==> src/rtl/bottle_capper.sv <==
// Capping station: tracks bottles in transit from the filler, then indexes, caps, torques and releases/rejects each.
// Optional CAPPER_STATS_EN adds reject_count and last_torque_cycles outputs.
module bottle_capper #(
  parameter int unsigned INDEX_TIMEOUT  = 50,
  parameter int unsigned PLACE_CYCLES   = 3,
  parameter int unsigned TORQUE_TIMEOUT = 20,
  parameter int unsigned RELEASE_CYCLES = 2,
  parameter int unsigned MAX_INFLIGHT   = 4,
  parameter int unsigned CNT_W          = 16
) (
  input  logic             clk,
  input  logic             reset,
  input  logic             fill_done,
  input  logic             cap_sensor,
  input  logic             cap_empty,
  input  logic             torque_ok,
  input  logic             estop,
  input  logic             fault_clr,
  output logic             conveyor_on,
  output logic             press_down,
  output logic             spin_on,
  output logic             reject,
  output logic             alarm,
  output logic [1:0]       fault_code,
  output logic [2:0]       inflight,
`ifdef CAPPER_STATS_EN
  output logic [CNT_W-1:0] reject_count,
  output logic [4:0]       last_torque_cycles,
`endif
  output logic [CNT_W-1:0] good_count
);

  localparam int unsigned INFL_W    = 3;
  localparam int unsigned TMR_MAX_A = (INDEX_TIMEOUT > TORQUE_TIMEOUT) ? INDEX_TIMEOUT : TORQUE_TIMEOUT;
  localparam int unsigned TMR_MAX_B = (PLACE_CYCLES > RELEASE_CYCLES) ? PLACE_CYCLES : RELEASE_CYCLES;
  localparam int unsigned TMR_MAX   = (TMR_MAX_A > TMR_MAX_B) ? TMR_MAX_A : TMR_MAX_B;
  localparam int unsigned TMR_W     = (TMR_MAX > 2) ? $clog2(TMR_MAX) : 1;

  localparam logic [TMR_W-1:0]  INDEX_LAST   = TMR_W'(INDEX_TIMEOUT - 1);
  localparam logic [TMR_W-1:0]  PLACE_LAST   = TMR_W'(PLACE_CYCLES - 1);
  localparam logic [TMR_W-1:0]  TORQUE_LAST  = TMR_W'(TORQUE_TIMEOUT - 1);
  localparam logic [TMR_W-1:0]  RELEASE_LAST = TMR_W'(RELEASE_CYCLES - 1);
  localparam logic [INFL_W-1:0] INFL_FULL    = INFL_W'(MAX_INFLIGHT);

  localparam logic [1:0] FC_NONE   = 2'd0;
  localparam logic [1:0] FC_ESTOP  = 2'd1;
  localparam logic [1:0] FC_INDEX  = 2'd2;
  localparam logic [1:0] FC_HOPPER = 2'd3;

  typedef enum logic [2:0] {
    S_IDLE,
    S_INDEX,
    S_PLACE,
    S_TORQUE,
    S_RELEASE,
    S_REJECT,
    S_FAULT
  } state_e;

  state_e             state_q, state_d;
  logic [TMR_W-1:0]   timer_q, timer_d;
  logic [1:0]         code_q, code_d;
  logic [INFL_W-1:0]  inflight_q, inflight_d;
  logic [CNT_W-1:0]   good_q, good_d;
  logic               conveyor_q, conveyor_d;
  logic               press_q, press_d;
  logic               spin_q, spin_d;
  logic               reject_q, reject_d;
  logic               alarm_q, alarm_d;
  logic               to_place;
  logic               overflow;

  // Next state, fault cause and in-transit bookkeeping
  always_comb begin
    state_d    = state_q;
    code_d     = code_q;
    inflight_d = inflight_q;
    to_place   = 1'b0;
    overflow   = 1'b0;

    if (state_q == S_FAULT) begin
      if (estop) begin
        code_d = FC_ESTOP;
      end else if (fault_clr) begin
        state_d    = S_IDLE;
        code_d     = FC_NONE;
        inflight_d = '0;
      end
    end else begin
      to_place = (state_q == S_INDEX) && cap_sensor && !estop;

      if (fill_done && !to_place) begin
        if (inflight_q == INFL_FULL) begin
          overflow = 1'b1;
        end else begin
          inflight_d = inflight_q + INFL_W'(1);
        end
      end else if (!fill_done && to_place) begin
        inflight_d = inflight_q - INFL_W'(1);
      end

      case (state_q)
        S_IDLE: begin
          if (inflight_q != '0) state_d = S_INDEX;
        end
        S_INDEX: begin
          if (cap_sensor) begin
            state_d = S_PLACE;
          end else if (timer_q == INDEX_LAST) begin
            state_d = S_FAULT;
            code_d  = FC_INDEX;
          end
        end
        S_PLACE: begin
          if (cap_empty) begin
            state_d = S_FAULT;
            code_d  = FC_HOPPER;
          end else if (timer_q == PLACE_LAST) begin
            state_d = S_TORQUE;
          end
        end
        S_TORQUE: begin
          if (torque_ok) begin
            state_d = S_RELEASE;
          end else if (timer_q == TORQUE_LAST) begin
            state_d = S_REJECT;
          end
        end
        S_RELEASE: begin
          if (timer_q == RELEASE_LAST) state_d = S_IDLE;
        end
        S_REJECT: begin
          if (timer_q == RELEASE_LAST) state_d = S_IDLE;
        end
        default: state_d = S_IDLE;
      endcase

      // Emergency stop outranks overflow, which outranks the state-local moves
      if (estop) begin
        state_d = S_FAULT;
        code_d  = FC_ESTOP;
      end else if (overflow) begin
        state_d = S_FAULT;
        code_d  = FC_INDEX;
      end
    end
  end

  // State timer and good-bottle counter
  always_comb begin
    timer_d = (state_d != state_q) ? '0 : timer_q + TMR_W'(1);
    good_d  = good_q;
    if (state_q == S_RELEASE && state_d == S_IDLE) good_d = good_q + CNT_W'(1);
  end

  // Moore outputs decoded from the next state so they line up with state_q
  always_comb begin
    conveyor_d = 1'b0;
    press_d    = 1'b0;
    spin_d     = 1'b0;
    reject_d   = 1'b0;
    alarm_d    = 1'b0;
    case (state_d)
      S_INDEX, S_RELEASE: conveyor_d = 1'b1;
      S_PLACE:            press_d    = 1'b1;
      S_TORQUE: begin
        press_d = 1'b1;
        spin_d  = 1'b1;
      end
      S_REJECT: begin
        reject_d   = 1'b1;
        conveyor_d = 1'b1;
      end
      S_FAULT:            alarm_d    = 1'b1;
      default:            ;
    endcase
  end

  always_ff @(posedge clk or negedge reset) begin
    if (!reset) begin
      state_q    <= S_IDLE;
      timer_q    <= '0;
      code_q     <= FC_NONE;
      inflight_q <= '0;
      good_q     <= '0;
      conveyor_q <= 1'b0;
      press_q    <= 1'b0;
      spin_q     <= 1'b0;
      reject_q   <= 1'b0;
      alarm_q    <= 1'b0;
    end else begin
      state_q    <= state_d;
      timer_q    <= timer_d;
      code_q     <= code_d;
      inflight_q <= inflight_d;
      good_q     <= good_d;
      conveyor_q <= conveyor_d;
      press_q    <= press_d;
      spin_q     <= spin_d;
      reject_q   <= reject_d;
      alarm_q    <= alarm_d;
    end
  end

  assign conveyor_on = conveyor_q;
  assign press_down  = press_q;
  assign spin_on     = spin_q;
  assign reject      = reject_q;
  assign alarm       = alarm_q;
  assign fault_code  = code_q;
  assign inflight    = inflight_q;
  assign good_count  = good_q;

`ifdef CAPPER_STATS_EN
  logic [CNT_W-1:0] rej_cnt_q, rej_cnt_d;
  logic [4:0]       last_tq_q, last_tq_d;
  logic [TMR_W:0]   tq_cycles;

  // Reject tally and saturating spin time of the bottle leaving TORQUE
  always_comb begin
    rej_cnt_d = rej_cnt_q;
    last_tq_d = last_tq_q;
    tq_cycles = {1'b0, timer_q} + (TMR_W + 1)'(1);
    if (state_q == S_REJECT && state_d == S_IDLE) rej_cnt_d = rej_cnt_q + CNT_W'(1);
    if (state_q == S_TORQUE && state_d != S_TORQUE) begin
      last_tq_d = (32'(tq_cycles) > 32'd31) ? 5'd31 : 5'(tq_cycles);
    end
  end

  always_ff @(posedge clk or negedge reset) begin
    if (!reset) begin
      rej_cnt_q <= '0;
      last_tq_q <= '0;
    end else begin
      rej_cnt_q <= rej_cnt_d;
      last_tq_q <= last_tq_d;
    end
  end

  assign reject_count       = rej_cnt_q;
  assign last_torque_cycles = last_tq_q;
`endif

endmodule
==> config.mk <==
export PLATFORM = sky130hd
export DESIGN_NAME = bottle_capper
export DESIGN_NICKNAME = d
export VERILOG_FILES = /design/src/rtl/bottle_capper.sv
export SDC_FILE = /design/constraint.sdc
export NUM_CORES = 1
export LEC_CHECK = 0
export BUFFER_PORTS_ARGS = -buffer_cell sky130_fd_sc_hd__buf_2
export CAP_MARGIN = 20
export CORE_ASPECT_RATIO = 1.2
export CORE_MARGIN = 2
export CORE_UTILIZATION = 45
export CTS_CLUSTER_SIZE = 40
export DETAILED_ROUTE_END_ITERATION = 10
export MAX_ROUTING_LAYER = met4
export PLACE_DENSITY = 0.69
export SETUP_SLACK_MARGIN = 0.05
export SLEW_MARGIN = 20
export SYNTH_ARGS = -nofsm -noshare
export SYNTH_HDL_FRONTEND = slang
export SYNTH_SLANG_ARGS = --single-unit
==> constraint.sdc <==
create_clock -name clk -period 2.2 [get_ports clk]
set_input_delay 0.22 -clock clk [delete_from_list [all_inputs] [get_ports clk]]
set_output_delay 0.22 -clock clk [all_outputs]
set_load 0.1 [all_outputs]
==> reports/results.tsv, run 1 <==
metric	value	unit
grt_pass1_vias	1646	
setup-tns-final	0	ns
start_kind	flop	
clock-sinks	35	
fillers	371	
combPwrFrac	0.559	
cap_violations	0	
synthArstFlopShare	1.000	
cp_max_fo	7	
synth_area	0.001974	mm^2
vias	1607	
area_growth	23.76	%
status	finished, violations left	
layout_commonest_cell	buf_2	
chipHeight	76.56	um
min_period_over_period	0.9258	
power.leakage	1.136	nW
ys.flop_type	dfrtp_1	
boundaryPins	34	
core_area	0.004229	mm^2
syn_inst	189	
grt_pass1_wl	7155	um
ant_nets	0	
cts_root_buf	clkbuf_8	
clock_path_buffers	2	
critPathArrivalTime	2.23	ns
final_nets	252	
track_usage	0.1906	
hold_ws	-0.001621	ns
placementRows	26	
powerDensity	1299	mW/mm^2
clockPowerShare	0.150	
clk_pin_slew	0.07	ns
crit_path_end_kind	flop	
ir_drop	1.094	mV
hold_viol_final	2	
power_frac_seq	0.291	
critPathRequiredTime	2.39	ns
switchingPower	1.670	mW
place_hpwl	3167	um
yosys.cell_types.count	54	
tightest_slew	0.7566	ns
die_x	64.47	um
dieArea	0.004935	mm^2
drt-initial-drc-count	66	
layout_setup_ws	0.1632	ns
viasPerCell	5.429	
slew_violations	0	
violations	hold timing	
avgSynthCellArea	10.45	um^2
fmax	491.0	MHz
layout-drive-gt1-share	0.3625	
crit_type	reg -> reg	
p_sw_frac	0.5264	
drt-total-wl	4214	um
rsz0062_at_grt	yes	
synthesis.nets	202	
drc	0	
final_util	0.5778	
finalClockSkew	0.005554	ns
antenna_found_initial	0	
antennaDiodeCount	0	
dp_slack	0.1136	ns
mostFrequentLayoutCells	buf_2 (33), dfrtp_1 (28), nand2_1 (18)	
slew_headroom	0.4956	
ys_ff_latch	35	
cts_hold_buf	0	
p_int	1.503	mW
synth_edf_count	0	
cts_tree	built	
ys_seq_area_frac	0.4436	
htree_levels	2	
first_pass_iters	4	
yosys_warnings	0	
setup-violations-final	0	
gp_congestion	0.8878	
post_drt_wl_per_cell	14.24	um
hp-class	in -> async	
start_util	0.4669	
cts_inserted_buffers	5	
insertion_delay	0.29	ns
io_buffer_count	33	
grt_overflow	0	
grt_start_max_net_pins	36	
period_minus_slack	2.037	ns
[registers in the layout (all words and copies together), names as in the netlist]
name	cells
spin_on	1
conveyor_on	1
good_count	16
inflight	3
state_q	3
reject	1
timer_q	6
alarm	1
press_down	1
fault_code	2
[area by class of cell]
class | instances | area (um^2) | share of cell area
clock buffers | 7 | 86.33 | 0.03533
clock inverters | 1 | 5.005 | 0.002048
inverters | 8 | 30.03 | 0.01229
multi-input cells | 142 | 1097 | 0.4491
flip-flops and latches | 35 | 884.6 | 0.3620
well taps | 56 | 70.07 | 0.02867
repair buffers | 47 | 270.3 | 0.1106
[power groups by stage]
stage	Combinational, mW	Clock, mW	Sequential [mW]
after floorplan	0.631	0	1.67
after global routing	1.89	0.524	0.946
after global placement	1.74	0	0.931
after detailed placement	1.74	0	0.934
after CTS	1.75	0.495	0.920
final	1.77	0.478	0.923
[stage by stage]
stage / cells / cell area, um^2 / total power, mW
3_3_place_gp: 287 / 2293 / 2.672
4_1_cts: 295 / 2385 / 3.163
3_5_place_dp: 287 / 2293 / 2.677
2_1_floorplan: 189 / 1983 / 2.305
5_1_grt: 296 / 2444 / 3.364
6_report: 296 / 2444 / 3.173
[per-layer routing]
| layer | share of wire | routed length, um | GRT usage |
|---|---|---|---|
| met1 | 0.41 | 1725 | 0.2199 |
| met2 | 0.52 | 2178 | 0.3073 |
| met3 | 0.044 | 185 | 0.04431 |
| met4 | 0.029 | 124 | 0.09787 |
| met5 | 0 | 0 | - |
[critical path, stage by stage (launching register included)]
cell and delay (ns):
dfrtp_1 0.39, buf_4 0.17, or3b_4 0.43, o32a_1 0.40
a21oi_4 0.15, a21oi_2 0.13, nor4b_2 0.27
[kinds of logic after synthesis]
group                    count (synthesis)  share of synthesized area
AO/OA/AOI/OAI                           32                     0.1369
XOR/XNOR                                20                    0.09252
adder cells (fa/ha/maj)                  5                    0.03549
buffers and inverters                   12                    0.02662
flip-flops                              35                     0.4436
multiplexers                             2                    0.01141
AND/OR/NAND/NOR                         83                     0.2535
[worst paths after layout]
| check | startpoint | to | slack, ns | cells after the start |
|---|---|---|---|---|
| hold / removal | reset | good_count[2] | -0.002 | 1 |
| setup / recovery | state_q[1] | timer_q[5] | 0.16 | 6 |
| max in group asynchronous | reset | inflight[0] | 1.67 | 1 |
| min in group clk | estop | fault_code[1] | 0.23 | 2 |
| hold reg to reg | good_count[4] | good_count[4] | 0.48 | 1 |
| setup reg to reg | state_q[1] | timer_q[5] | 0.16 | 6 |
[cell usage after synthesis (3+ instances only)]
cell	instances	area share
buf_2	3	0.0076
a31oi_1	3	0.0095
inv_1	8	0.015
a211oi_1	3	0.011
nor3_1	7	0.018
nand3_1	6	0.015
ha_1	4	0.025
and4_1	3	0.013
xnor2_1	13	0.058
xor2_1	6	0.027
and3_1	6	0.019
a21oi_1	5	0.013
nand2_1	18	0.034
nand4_1	8	0.025
nor2_1	13	0.025
nor2_2	3	0.0095
dfrtp_1	35	0.44
[repair_timing]
action	CTS	global route
setup endpoints to repair	0	14
endpoints found under the hold margin	0	0
gates resized for setup	0	8
buffers inserted	0	1
No activity file was read; power rests on OpenSTA's default activity.
==> inputs of run 2 (changes only) <==
--- a/config.mk
+++ b/config.mk
@@ -13,7 +13,7 @@
 export CTS_CLUSTER_SIZE = 40
 export DETAILED_ROUTE_END_ITERATION = 10
 export MAX_ROUTING_LAYER = met4
-export PLACE_DENSITY = 0.69
+export PLACE_DENSITY = 0.74
 export SETUP_SLACK_MARGIN = 0.05
 export SLEW_MARGIN = 20
 export SYNTH_ARGS = -nofsm -noshare
==> run 2 against run 1 <==
The run now ends clean. Critical path type unchanged. Cell count stayed put. Cell area is 0.92% lower. Count of clock-buffer cells in the layout stayed put. Hold slack better by 0.0042 ns. Combinational power hardly changed.
==> reports/results.tsv, run 2 (synthesis results as in run 1) <==
metric	value	unit
p_int	1.496	mW
slowest_stage	dfrtp_1	
cap_violations	0	
min_period_over_period	0.9228	
track_usage	0.2011	
rsz0062_at_grt	yes	
timing.rr.start	state_q[2]	
fmax	492.6	MHz
cp_max_fo	6	
reg2reg_slack	0.17	ns
layout-drive-gt1-share	0.3417	
layout_commonest_cell	buf_2	
drc	0	
switchingPower	1.680	mW
tightest_slew	0.7776	ns
area_growth	22.62	%
path_delay_family	flip-flops	
gp_congestion	0.9203	
setup-violations-final	0	
grt_pass1_wl	7555	um
die_x	64.47	um
hold_ws	0.002587	ns
critPathRequiredTime	2.38	ns
setup-tns-final	0	ns
antenna_found_initial	0	
cts_inserted_buffers	5	
p_sw_frac	0.5289	
largest_reg_flops	16	
clock_path_buffers	2	
finalPower	3.176	mW
drt-initial-drc-count	51	
final_util	0.5725	
drt-total-wl	4360	um
vias	1642	
dpl.cell_count	284	
dp_slack	0.07374	ns
grt_pass1_vias	1612	
slowest_delay	0.44	ns
insertion_delay	0.29	ns
slew_headroom	0.4816	
finalClockSkew	0.004023	ns
mostFrequentLayoutCells	buf_2 (33), dfrtp_1 (28), nand2_1 (18)	
ant_nets	0	
combPwrFrac	0.552	
crit_type	reg -> reg	
chipHeight	76.56	um
layout_setup_ws	0.1698	ns
power.leakage	1.127	nW
rr_worst_depth	6	
htree_levels	2	
status	finished, final reports clean	
boundaryPins	34	
cts_tree	built	
placementRows	26	
final_nets	252	
post_drt_wl_per_cell	14.73	um
crit_path_end_kind	flop	
start_kind	flop	
crit_path_cell_trace	nand4bb_4 -> o21a_1 -> fa_1 -> xnor2_1 -> mux2_2 -> a22o_1	
slew_violations	0	
antennaDiodeCount	0	
ir_drop	0.7801	mV
clockPowerShare	0.153	
path_buf_inv	0	
start_util	0.4669	
period_minus_slack	2.030	ns
design_area	0.002421	mm^2
place_hpwl	3152	um
cts_root_buf	clkbuf_8	
clock-sinks	35	
viasPerCell	5.547	
powerDensity	1312	mW/mm^2
dieArea	0.004935	mm^2
first_pass_iters	4	
reg2reg_to	inflight[2]	
hold_viol_final	0	
io_buffer_count	33	
power_frac_seq	0.295	
core_area	0.004229	mm^2
grt_overflow	0	
hp-class	in -> async	
critPathArrivalTime	2.21	ns
grt_start_max_net_pins	36	
dpl_cell_area	0.002271	mm^2
clk_pin_slew	0.07	ns
stdcell_count	296	
## run 2: cell type report
class                   count  area, um^2
clock buffers               7       86.33
clock inverters             1       5.005
fillers                   382        1808
inverters                   8       30.03
multi-input cells         142        1075
flip-flops and latches     35       884.6
well taps                  56       70.07
repair buffers             47       270.3
## run 2: how the worst max path moves through the flow
stage,start,to,slack (ns),cells after the start
floorplan,inflight[0],good_count[15],0.03,7
global placement,state_q[2],good_count[15],0.13,6
detailed placement,state_q[2],good_count[13],0.07,6
CTS,state_q[2],good_count[13],0.06,6
global route,timer_q[0],good_count[13],0.02,6
finish,state_q[2],inflight[2],0.17,6
## run 2: per-layer routing
| metal | track usage | wire length [um] | vias up |
|---|---|---|---|
| met4 | 0.07447 | 99 | 0 |
| li1 | - | - | 786 |
| met1 | 0.2493 | 1895 | 792 |
| met3 | 0.05318 | 223 | 11 |
| met2 | 0.3146 | 2141 | 53 |
| met5 | - | 0 | - |
## run 2: power by group through the flow
stage / logic (mW) / clock network (mW) / registers (mW)
floorplan: 0.631 / 0 / 1.67
global placement: 1.69 / 0 / 0.941
detailed placement: 1.70 / 0 / 0.946
CTS: 1.71 / 0.494 / 0.933
global route: 1.87 / 0.521 / 0.965
finish: 1.75 / 0.487 / 0.936
## run 2: what timing repair did
action	4_1_cts	5_1_grt
hold endpoints to repair	0	0
resized for setup	0	4
hold buffers	0	0
buffers inserted	0	4
endpoints found under the setup margin	0	21
## run 2: worst register-to-register path: stages (launching register included)
cell and delay [ns]:
dfrtp_1 0.44, nand4bb_4 0.28, o21a_1 0.24, fa_1 0.39, xnor2_1 0.15, mux2_2 0.26, a22o_1 0.17
==> inputs of run 3 (changes only) <==
--- a/config.mk
+++ b/config.mk
@@ -13,7 +13,7 @@
 export CTS_CLUSTER_SIZE = 40
 export DETAILED_ROUTE_END_ITERATION = 10
 export MAX_ROUTING_LAYER = met4
-export PLACE_DENSITY = 0.74
+export PLACE_DENSITY = 0.71
 export SETUP_SLACK_MARGIN = 0.05
 export SLEW_MARGIN = 20
 export SYNTH_ARGS = -nofsm -noshare
==> constraint.sdc (replaced) <==
create_clock -name clk -period 1.95 [get_ports clk]
set_input_delay 0.195 -clock clk [delete_from_list [all_inputs] [get_ports clk]]
set_output_delay 0.195 -clock clk [all_outputs]
set_load 0.1 [all_outputs]
==> run 3 against run 2 <==
Count of clock-buffer cells in the layout did not move. Flip-flop and latch count did not move. Cell count rose by 8.8%. Critical path type unchanged. Clock power rose by 31%. Sequential share of layout area fell by 3.7 points. Clock skew rose by 0.0062 ns. Setup slack got worse by 0.16 ns. Combinational power rose by 26%. Core utilization rose by 8.3 points. Via count rose by 4.4%. Non-clock buffer count rose by 26.
==> reports/results.tsv, run 3 (synthesis results as in run 1) <==
metric	value	unit
cap_violations	0	
chipHeight	76.56	um
grt_start_max_net_pins	36	
viasPerCell	5.323	
core_area	0.004229	mm^2
drt-total-wl	4696	um
slew_headroom	0.4918	
hp-class	in -> reg	
drt-initial-drc-count	81	
ant_nets	0	
timing.rr.start	state_q[1]	
power.leakage	1.261	nW
start_kind	flop	
crit_path_end_kind	flop	
setup-violations-final	0	
cts_root_buf	clkbuf_8	
mostFrequentLayoutCells	buf_4 (37), buf_2 (33), dfrtp_1 (20)	
clock-sinks	35	
hold_ws	0.1961	ns
grt_pass1_vias	1667	
startpoint	state_q[1]	
placementRows	26	
insertion_delay	0.29	ns
place_hpwl	3489	um
gp_congestion	0.8879	
hold_viol_final	0	
dpl.cell_count	309	
area_growth	40.37	%
drc	0	
dieArea	0.004935	mm^2
dpl_cell_area	0.002527	mm^2
boundaryPins	34	
antennaDiodeCount	0	
layout-drive-gt1-share	0.4850	
largest_reg_flops	16	
track_usage	0.2104	
tightest_slew	0.7623	ns
min_from	estop	
cts_inserted_buffers	5	
ir_drop	1.439	mV
critPathArrivalTime	2.13	ns
clock_path_buffers	2	
clk_pin_slew	0.07	ns
cts_tree	built	
final_nets	278	
grt_overflow	0	
stdcell_count	322	
seqCellArea	909.6	um^2
slew_violations	0	
vias	1714	
first_pass_iters	4	
grt_pass1_wl	7831	um
cp_max_fo	4	
min_period_over_period	0.9963	
design_area	0.002771	mm^2
critPathRequiredTime	2.13	ns
crit_type	reg -> reg	
rsz0062_at_grt	yes	
finalClockSkew	0.01026	ns
layout_commonest_cell	buf_4	
period_minus_slack	1.943	ns
fillers	354	
io_buffer_count	33	
multiInputGateArea	0.001180	mm^2
start_util	0.4669	
die_x	64.47	um
antenna_found_initial	0	
fmax	514.7	MHz
status	finished, final reports clean	
htree_levels	2	
post_drt_wl_per_cell	14.58	um
powerDensity	1413	mW/mm^2
-- run 3: changes by cell type in the layout (fill, tap and decap cells not counted), sizes merged --
| cell | previous run | this run |
|---|---|---|
| buf | 47 | 72 |
| bufinv | 0 | 1 |
| clkinv | 1 | 0 |
| dlygate4sd3 | 0 | 1 |
-- run 3: report_power, final --
part / switching [mW] / leakage, nW / internal, mW
clock network: 0.254 / 0.0524 / 0.382
logic: 1.55 / 0.772 / 0.662
registers: 0.146 / 0.437 / 0.921
-- run 3: final cells by class --
cell class / count / share of cell area
multi-input combinational: 142 / 0.4257
sequential: 35 / 0.3282
timing repair buffer: 73 / 0.1716
clock buffer: 7 / 0.02754
tap: 56 / 0.02528
clock inverter: 1 / 0.01084
inverter: 8 / 0.01084
-- run 3: worst max-delay path: stages, from the launching register on --
cell and delay, ns:
dfrtp_1 0.41, nand4bb_4 0.27, o21a_1 0.24, fa_2 0.35
xnor2_1 0.14, mux2_2 0.26, a22o_1 0.17
-- run 3: repair_timing --
item                       4_1_cts  5_1_grt
setup endpoints to repair       15       22
hold buffers                     1        0
resized for setup                8       17
pin swaps                        6        7
hold endpoints to repair         9        0
buffers inserted                 1        3
-- run 3: worst paths after layout --
path,depth (start not counted),slack (ns),to
min in group asynchronous,2,0.50,good_count[2]
worst min-delay path,2,0.20,fault_code[1]
worst min register to register,1,0.48,good_count[13]
max in group asynchronous,2,0.88,good_count[4]
worst max-delay path,6,0.007,inflight[2]
worst max register to register,6,0.007,inflight[2]
-- run 3: routing by layer --
layer / up-vias / GRT usage / part of all wire
li1: 838 / - / -
met1: 839 / 0.2545 / 0.43
met2: 28 / 0.3406 / 0.52
met3: 9 / 0.04579 / 0.032
met4: 0 / 0.08298 / 0.019
met5: - / - / 0
-- run 3: through the flow --
| stage | util | worst slack, ns | power [mW] | setup TNS, ns |
|---|---|---|---|---|
| 2_1_floorplan | - | 0.005719 | 2.688 | 0 |
| 3_3_place_gp | 0.5976 | -0.04099 | 3.204 | -0.2196 |
| 3_5_place_dp | 0.5976 | -0.1387 | 3.228 | -0.5610 |
| 4_1_cts | 0.6349 | 0.002378 | 3.885 | 0 |
| 5_1_grt | 0.6553 | -0.07467 | 4.119 | -0.3897 |
| 6_report | 0.6553 | 0.007207 | 3.917 | 0 |
